--- config.mk ---
export PLATFORM = sky130hd
export DESIGN_NAME = if_fetch_unit
export DESIGN_NICKNAME = d
export VERILOG_FILES = /design/src/rtl/if_fetch_unit.sv
export SDC_FILE = /design/constraint.sdc
export NUM_CORES = 1
export LEC_CHECK = 0
export CORE_MARGIN = 2
export CORE_UTILIZATION = 50
export DETAILED_ROUTE_END_ITERATION = 10
export GPL_TIMING_DRIVEN = 0
export PLACE_DENSITY_LB_ADDON = 0.12
export SETUP_SLACK_MARGIN = 0.15
export SLEW_MARGIN = 20
export SYNTH_ARGS = -nofsm -noshare
export SYNTH_HDL_FRONTEND = slang
export SYNTH_SLANG_ARGS = --single-unit
export TNS_END_PERCENT = 5
--- constraint.sdc ---
create_clock -name clk -period 2.72 [get_ports clk]
set_clock_uncertainty 0.2 [all_clocks]
set_input_delay 0.544 -clock clk [delete_from_list [all_inputs] [get_ports clk]]
set_output_delay 0.544 -clock clk [all_outputs]
set_load 0.005 [all_outputs]
--- src/rtl/if_fetch_unit.sv ---
// Instruction-fetch requester: owns the PC, drives the instruction ROM and
// buffers returned instructions in a small FIFO toward IF/ID.
module if_fetch_unit #(
    parameter logic [31:0] RESET_PC   = 32'h0000_0000,
    parameter int          FIFO_DEPTH = 2
) (
    input  logic        clk,
    input  logic        rst,
    output logic        rom_ce_o,
    output logic [31:0] rom_addr_o,
    input  logic [31:0] rom_inst_i,
    output logic        if_valid_o,
    output logic [31:0] if_pc_o,
    output logic [31:0] if_inst_o,
    input  logic        id_ready_i,
    input  logic        branch_flag_i,
    input  logic [31:0] branch_target_i,
    input  logic        flush_i,
    input  logic [31:0] new_pc_i,
    output logic        misalign_o
);

    localparam int AW = $clog2(FIFO_DEPTH);
    localparam logic [AW:0] DEPTH_C = (AW+1)'(FIFO_DEPTH);

    typedef struct packed {
        logic [31:0] pc;
        logic [31:0] inst;
    } fetch_ent_t;

    fetch_ent_t    mem_q [FIFO_DEPTH];
    fetch_ent_t    mem_d [FIFO_DEPTH];
    logic [AW-1:0] rd_ptr_q, rd_ptr_d;
    logic [AW-1:0] wr_ptr_q, wr_ptr_d;
    logic [AW:0]   count_q, count_d;
    logic [31:0]   pc_q, pc_d;
    logic          ce_q, ce_d;
    logic          misalign_q, misalign_d;

    logic          pop, push, redirect;
    logic [31:0]   target;

    assign rom_ce_o   = ce_q;
    assign rom_addr_o = pc_q;
    assign misalign_o = misalign_q;
    assign if_valid_o = (count_q != '0);
    assign if_pc_o    = if_valid_o ? mem_q[rd_ptr_q].pc   : 32'h0;
    assign if_inst_o  = if_valid_o ? mem_q[rd_ptr_q].inst : 32'h0;

    // Next-state: handshake, fetch push, redirect/trap handling.
    always_comb begin
        mem_d      = mem_q;
        rd_ptr_d   = rd_ptr_q;
        wr_ptr_d   = wr_ptr_q;
        count_d    = count_q;
        pc_d       = pc_q;
        misalign_d = misalign_q;

        pop      = if_valid_o & id_ready_i;
        // While trapped only a flush can redirect; branches are dropped.
        redirect = flush_i | (branch_flag_i & ~misalign_q);
        target   = flush_i ? new_pc_i : branch_target_i;
        push     = ce_q & ~redirect & ((count_q < DEPTH_C) | pop);

        if (redirect) begin
            // The head pop (if any) completes; everything else is dropped.
            rd_ptr_d   = '0;
            wr_ptr_d   = '0;
            count_d    = '0;
            pc_d       = target;
            misalign_d = |target[1:0];
        end else begin
            if (push) begin
                mem_d[wr_ptr_d] = '{pc: pc_q, inst: rom_inst_i};
                wr_ptr_d        = wr_ptr_q + AW'(1);
                pc_d            = pc_q + 32'd4;
            end
            if (pop) begin
                rd_ptr_d = rd_ptr_q + AW'(1);
            end
            count_d = count_q + {{AW{1'b0}}, push} - {{AW{1'b0}}, pop};
        end

        // Fetch is enabled whenever no misalignment trap is pending.
        ce_d = ~misalign_d;
    end

    // State register with synchronous active-low reset.
    always_ff @(posedge clk) begin
        if (!rst) begin
            for (int i = 0; i < FIFO_DEPTH; i++) mem_q[i] <= '0;
            rd_ptr_q   <= '0;
            wr_ptr_q   <= '0;
            count_q    <= '0;
            pc_q       <= RESET_PC;
            ce_q       <= 1'b0;
            misalign_q <= 1'b0;
        end else begin
            for (int i = 0; i < FIFO_DEPTH; i++) mem_q[i] <= mem_d[i];
            rd_ptr_q   <= rd_ptr_d;
            wr_ptr_q   <= wr_ptr_d;
            count_q    <= count_d;
            pc_q       <= pc_d;
            ce_q       <= ce_d;
            misalign_q <= misalign_d;
        end
    end

endmodule
==> results.py, run 1 <==
metrics = {
    "floorplan": {
        "floorplan.initialDensity_pct": 51.5,
        "die-width_um": 130,
        "floorplan.die.height_um": 130,
        "row_count": 45,
        "floorplan_core_area_um2": 15300,
        "ios": 200,
        "die-area_um2": 16800,
    },
    "worst_hold_path": {
        "hold-path-cell-count": 2,
        "class_of_the_tightest_hold_or_removal_check": "flip-flop to flip-flop",
    },
    "cts": {
        "cts_max_level": 4,
        "ctsLongestPathBuffers": 2,
        "cts.sinks": 166,
        "worstSkewPairLatency_ns": 0.43,
        "cts_hold_repair.buffers": 0,
        "clkSlewWorstSetupHoldPaths_ns": 0.06,
        "clock-root-buffer": "sky130_fd_sc_hd__clkbuf_16",
        "tritoncts_clock_tree": "done",
        "tritoncts.num_buffers": 17,
    },
    "grt": {
        "largest_net_degree_at_the_start_of_global_routing": 17,
        "global_route.overflow_total": 0,
        "grt_pass1_wl_um": 39500,
        "antenna_found_initial": 0,
        "globalRouteTotalUtil_pct": 30.2,
        "number_of_global_route_vias_before_repair": 7484,
    },
    "timing": {
        "final.min_clock_period_ns": 2.62,
        "fmax_mhz": 382,
        "setup_total_negative_slack_ns": 0,
        "tightest_slew_ns": 0.671,
        "timing_max_transition_violations_final": 0,
        "period_share_pct": 96.3,
        "final_critical_path_setup_slack_ns": 0.100,
        "unrepaired_setup_endpoints_after_global_routing": "yes",
        "report.final.hold_viol_count": 0,
        "setup_viol": 0,
        "max-slew-margin-rel_pct": 55.2,
    },
    "pwr": {
        "p_leak_nw": 3.60,
        "power_density_nw_per_um2": 520,
        "finalPower_mw": 5.72,
        "ir_drop_uv": 477,
    },
    "layout": {
        "area_delta_synth_final_pct": 39.4,
        "filler_cell_count": 1271,
        "post_route_cells_drive_above_1_share_pct": 9.28,
        "nets": 1352,
        "final_cell_area_um2": 11000,
        "post-route-util_pct": 71.8,
        "diodes": 0,
    },
    "worst_setup_path": {
        "logic_depth_of_the_worst_register_to_register_path": 6,
        "cp_capture_type": "primary output",
        "critical_path.max_fanout": 10,
        "crit_type": "flip-flop to primary output",
        "crit_path_start_kind": "flip-flop",
        "setup.reg_to_reg.worst_slack_ns": 0.36,
        "critPathRequiredTime_ns": 1.98,
        "cp_data_arrival_time_ns": 1.88,
    },
    "detailed_routing": {
        "remaining_drcs": 0,
        "length_of_the_first_detailed_routing_pass_in_iterations": 5,
        "via_per_inst": 5.53,
        "routed_wire_length_um": 25500,
        "route.antenna.remaining_nets": 0,
        "number_of_violations_reported_at_the_end_of_detailed_routing_iteration_0": 698,
        "detail_route.wl_per_cell_um": 17.3,
        "detailroute.via_count": 8144,
    },
    "synthesis": {
        "postSynthAreaPerCell_um2": 7.71,
        "ys.warnings.count": 0,
        "synth-seq-area-share_pct": 42.1,
        "post_synth_instance_area_um2": 7890,
        "synth.distinct_cells": 62,
        "synthesis.nets": 1128,
        "register_bit_count_reported_by_yosys": 166,
        "post-synth-top-area-fraction_pct": 42.1,
        "synth_top_cells_by_area": "sky130_fd_sc_hd__dfxtp_1 42%, sky130_fd_sc_hd__nand2_1 14%, sky130_fd_sc_hd__a21oi_1 9.4%",
        "synth_cells": 1024,
        "post-synth-top-area-cell": "sky130_fd_sc_hd__dfxtp_1",
    },
    "run": {
        "maxCapViolCount": 0,
    },
    "placed_design": {
        "place_area_um2": 10100,
        "detailed_place_hpwl_um": 17900,
        "detailedPlace.worstSlack_ns": -0.670,
        "place.gp.congestion": 0.925,
        "place.port_buffers": 198,
    },
    "run_status": {
        "run_status": "completed",
    },
}
[through the flow]
step	hold slack (ns)	std cells
final	0.253	1472
after global routing	0.268	1472
after CTS	0.254	1471
after detailed placement	0.246	1433
after global placement	0.241	1433
after floorplan	0.236	1024
[routing by layer]
metal	global-route usage [%]	vias to the layer above	part of all wire (%)
li1	-	3900	-
met1	41.4	3842	43
met2	48.9	357	47
met3	5.53	45	8.0
met4	8.48	0	1.8
met5	0	-	0
[area by class of cell]
type / instances / area (um^2) / share of cell area (%)
flip-flops and latches: 166 / 3330 / 30.2
repair buffers: 205 / 2030 / 18.5
clock inverters: 10 / 144 / 1.31
well taps: 211 / 264 / 2.40
multi-input cells: 773 / 4220 / 38.3
inverters: 9 / 33.8 / 0.307
plain buffers: 76 / 507 / 4.61
clock buffers: 22 / 474 / 4.31
[final timing paths]
check,startpoint,to
min,mem_q[113]$_SDFFE_PN0P_,mem_q[113]$_SDFFE_PN0P_
min reg2reg,mem_q[113]$_SDFFE_PN0P_,mem_q[113]$_SDFFE_PN0P_
max,rd_ptr_q$_SDFFE_PP0P_,if_pc_o[21]
max reg2reg,rom_addr_o[2]$_SDFFE_PN0P_,rom_addr_o[24]$_SDFFE_PN0P_
[registers in the layout (all words and copies together), names as in the netlist]
name	flops
count_q	2
mem_q	128
misalign_o	1
rd_ptr_q	1
rom_addr_o	32
rom_ce_o	1
wr_ptr_q	1
[layout by cell type, fill, tap and decap left out, drive strengths merged, types with 3 or more instances in the layout]
master         Yosys  final
nand2            293    293
nor2              90     90
and2               6      6
and3              11     11
buf               40     45
clkinvlp           0      3
clkdlybuf4s50      0    188
xor2               3      3
a2111oi            3      3
a21oi            148    148
ha                 3      3
nor3              23     23
o22ai              3      3
a211oi             9      9
o21ai             26     26
dlymetal6s2s       0      3
nand4              7      7
dfxtp            166    166
nand3             20     20
bufinv             0      3
and4               3      3
mux2i             67     67
or3                5      5
inv                9     11
clkbuf            35     59
dlygate4sd2        0      7
nor4              10     10
xnor2             18     18
[Yosys cell counts, drive strengths merged]
cell	n
o2111ai	1
ha	3
nand2	293
a21o	1
nor2b	1
o41ai	2
o22ai	3
a21oi	148
and3	11
dfxtp	166
nor2	90
a211oi	9
a311o	1
mux2i	67
o2bb2ai	1
a41o	1
o31ai	2
and2	6
a311oi	1
o21a	1
bufbuf	1
inv	9
xor2	3
a211o	1
a31o	1
or3	5
nand2b	2
mux2	1
o31a	2
o21ai	26
buf	40
xnor2	18
and4	3
nor3	23
o311ai	2
a2111oi	3
a22oi	1
nor4	10
nand4	7
nand3	20
or4	2
clkbuf	35
o211ai	1
[cell families after synthesis]
logic type	synth area share, %
buffers and inverters	5.25
AND/OR/NAND/NOR	26.6
adder cells (fa/ha/maj)	0.476
XOR/XNOR	2.33
multiplexers	8.64
AO/OA/AOI/OAI	14.6
flip-flops	42.1
[critical path, stage by stage (launching register included)]
cell,delay [ns]
sky130_fd_sc_hd__dfxtp_2,0.36
sky130_fd_sc_hd__clkbuf_16,0.18
sky130_fd_sc_hd__buf_8,0.17
sky130_fd_sc_hd__mux2i_1,0.23
sky130_fd_sc_hd__nor2_1,0.06
sky130_fd_sc_hd__clkdlybuf4s50_1,0.45
[power breakdown]
part	switching, mW	internal (mW)
logic	0.290	0.309
clock network	1.02	1.52
registers	0.0890	2.49
[timing repair]
action,in CTS,in global routing
endpoints found under the setup margin,186,103
gates resized for setup,59,13
gates cloned,1,0
buffers inserted,5,1
pin swaps,1,0
Note: power is estimated with default switching activity, not from simulation.
==> inputs of run 2 (changes only) <==
--- a/config.mk
+++ b/config.mk
@@ -7,6 +7,7 @@
 export LEC_CHECK = 0
 export CORE_MARGIN = 2
 export CORE_UTILIZATION = 50
+export CTS_BUF_LIST = sky130_fd_sc_hd__clkbuf_16
 export DETAILED_ROUTE_END_ITERATION = 10
 export GPL_TIMING_DRIVEN = 0
 export PLACE_DENSITY_LB_ADDON = 0.12
==> run 2 against run 1 <==
Register-to-register slack about the same; sequential share of layout area is 0.086 points higher; clock power down 4%; cell area shrank 0.28%; die area stayed put; critical endpoint is now if_pc_o[1]; largest power group unchanged.
==> results.py, run 2 (synthesized netlist as in run 1, its figures left out) <==
metrics = {
    "floorplan": {
        "floorplan.initialDensity_pct": 51.5,
        "floorplan_core_area_um2": 15300,
        "floorplan.die.height_um": 130,
        "die-area_um2": 16800,
        "die-width_um": 130,
        "ios": 200,
        "row_count": 45,
    },
    "timing": {
        "tightest_slew_ns": 0.660,
        "setup_viol": 0,
        "final_critical_path_setup_slack_ns": 0.103,
        "period_share_pct": 96.2,
        "fmax_mhz": 382,
        "setup_total_negative_slack_ns": 0,
        "final.min_clock_period_ns": 2.62,
        "timing_max_transition_violations_final": 0,
        "max-slew-margin-rel_pct": 56.0,
        "report.final.hold_viol_count": 0,
        "finalHoldWorstSlack_ns": 0.254,
        "unrepaired_setup_endpoints_after_global_routing": "yes",
    },
    "pwr": {
        "power_density_nw_per_um2": 513,
        "power_frac_clock_pct": 43.5,
        "pwr-share-comb_pct": 10.6,
        "switching_power_total_mw": 1.40,
        "p_leak_nw": 3.57,
        "cellInternalPower_mw": 4.23,
        "sw_frac_of_total_pct": 24.8,
        "finalPower_mw": 5.63,
        "seq_power_share_pct": 45.8,
        "ir_drop_uv": 457,
    },
    "cts": {
        "tritoncts.num_buffers": 17,
        "cts.sinks": 166,
        "cts_max_level": 4,
        "clkSlewWorstSetupHoldPaths_ns": 0.07,
        "clock-root-buffer": "sky130_fd_sc_hd__clkbuf_16",
        "worstSkewPairLatency_ns": 0.43,
        "ctsLongestPathBuffers": 2,
        "tritoncts_clock_tree": "done",
        "cts_hold_repair.buffers": 0,
    },
    "layout": {
        "max_flop_register": "mem_q",
        "nets": 1352,
        "fin_cells": 1472,
        "diodes": 0,
        "layout_common_cells": "292 x sky130_fd_sc_hd__nand2_1, 189 x sky130_fd_sc_hd__clkdlybuf4s50_1, 163 x sky130_fd_sc_hd__dfxtp_1",
        "filler_cell_count": 1282,
        "commonest_non_fill_non_tap_cell_in_the_layout": "sky130_fd_sc_hd__nand2_1",
        "largest_register_ff_count": 128,
        "post_route_cells_drive_above_1_share_pct": 8.96,
        "area_delta_synth_final_pct": 39.0,
    },
    "detailed_routing": {
        "remaining_drcs": 0,
        "route.antenna.remaining_nets": 0,
        "number_of_violations_reported_at_the_end_of_detailed_routing_iteration_0": 659,
        "routed_wire_length_um": 25500,
        "via_per_inst": 5.53,
        "detailroute.via_count": 8145,
        "detail_route.wl_per_cell_um": 17.3,
        "length_of_the_first_detailed_routing_pass_in_iterations": 5,
    },
    "worst_setup_path": {
        "rr_startpoint": "rom_addr_o[2]$_SDFFE_PN0P_",
        "cp_data_arrival_time_ns": 1.87,
        "setup.worst_path.end": "if_pc_o[1]",
        "critical_path.max_fanout": 7,
        "logic_depth_of_the_worst_register_to_register_path": 6,
        "crit_type": "flip-flop to primary output",
        "crit_path_start_kind": "flip-flop",
        "critPathLaunch": "rd_ptr_q$_SDFFE_PP0P_",
        "cp_capture_type": "primary output",
        "reg2reg_to": "rom_addr_o[24]$_SDFFE_PN0P_",
        "critPathRequiredTime_ns": 1.98,
        "setup.reg_to_reg.worst_slack_ns": 0.35,
    },
    "grt": {
        "global_route.overflow_total": 0,
        "largest_net_degree_at_the_start_of_global_routing": 17,
        "globalRouteTotalUtil_pct": 30.2,
        "number_of_global_route_vias_before_repair": 7482,
        "grt_pass1_wl_um": 39500,
        "antenna_found_initial": 0,
    },
    "placed_design": {
        "place.port_buffers": 198,
        "detailed_place_hpwl_um": 17900,
        "placedCellCount": 1433,
        "detailedPlace.worstSlack_ns": -0.670,
        "place.gp.congestion": 0.925,
    },
    "run_status": {
        "run_status": "completed",
    },
    "worst_hold_path": {
        "class_of_the_tightest_hold_or_removal_check": "flip-flop to flip-flop",
    },
    "run": {
        "maxCapViolCount": 0,
    },
}
-- run 2: cell types whose count changed in the layout (fill, tap and decap cells not counted), sizes merged --
cell / delta
clkinv: +3
clkdlybuf4s50: +1
clkbuf: -5
inv: +2
dlymetal6s2s: -1
-- run 2: power groups by stage --
stage	clock network (mW)	registers, mW	logic [mW]
3_5_place_dp	0	2.63	0.577
2_1_floorplan	0	2.61	0.244
3_3_place_gp	0	2.63	0.573
6_report	2.45	2.58	0.598
4_1_cts	2.45	2.58	0.591
5_1_grt	2.56	2.59	0.639
-- run 2: metrics by stage --
| stage | utilization [%] | instance area (um^2) |
|---|---|---|
| after floorplan | - | 7890 |
| after global placement | 66.2 | 10100 |
| after detailed placement | 66.2 | 10100 |
| after CTS | 71.3 | 10900 |
| after global routing | 71.6 | 11000 |
| final | 71.6 | 11000 |
-- run 2: per-layer routing --
metal  wire [um]  part of all wire (%)  vias to the layer above  track usage [%]
met5           0                     0                        -                0
met4         536                   2.1                        0             8.98
met3        2060                   8.1                       47             5.78
met2       11900                    47                      354             48.8
met1       11000                    43                     3851             41.2
li1            -                     -                     3893                -
-- run 2: cell type report --
class | instances | area [um^2] | area share [%]
Inverter | 9 | 33.8 | 0.308
Timing Repair Buffer | 205 | 2030 | 18.5
Tap cell | 211 | 264 | 2.41
Multi-Input combinational cell | 773 | 4210 | 38.4
Clock inverter | 15 | 163 | 1.48
Clock buffer | 17 | 425 | 3.88
Buffer | 76 | 512 | 4.67
Sequential cell | 166 | 3330 | 30.3
-- run 2: worst min path at each step --
stage                                       start                       to  slack [ns]  cells past startpoint
final                      mem_q[28]$_SDFFE_PN0P_   mem_q[28]$_SDFFE_PN0P_        0.25                      2
after global routing        mem_q[1]$_SDFFE_PN0P_    mem_q[1]$_SDFFE_PN0P_        0.27                      2
after CTS                  mem_q[64]$_SDFFE_PN0P_   mem_q[64]$_SDFFE_PN0P_        0.25                      2
after detailed placement   mem_q[64]$_SDFFE_PN0P_   mem_q[64]$_SDFFE_PN0P_        0.25                      2
after global placement    mem_q[117]$_SDFFE_PN0P_  mem_q[117]$_SDFFE_PN0P_        0.24                      2
after floorplan           mem_q[100]$_SDFFE_PN0P_  mem_q[100]$_SDFFE_PN0P_        0.24                      2
-- run 2: timing repair --
action / in CTS / in global routing
setup endpoints to repair: 186 / 104
pin swaps: 1 / 0
hold endpoints to repair: 0 / 0
buffers inserted: 5 / 1
cloned: 1 / 0
gates resized for setup: 59 / 12
-- run 2: critical path: stages (launching register included) --
cell and delay, ns:
sky130_fd_sc_hd__dfxtp_2 0.34, sky130_fd_sc_hd__clkbuf_16 0.18, sky130_fd_sc_hd__buf_4 0.16, sky130_fd_sc_hd__mux2i_1 0.11, sky130_fd_sc_hd__nor2_1 0.13, sky130_fd_sc_hd__clkdlybuf4s50_1 0.52
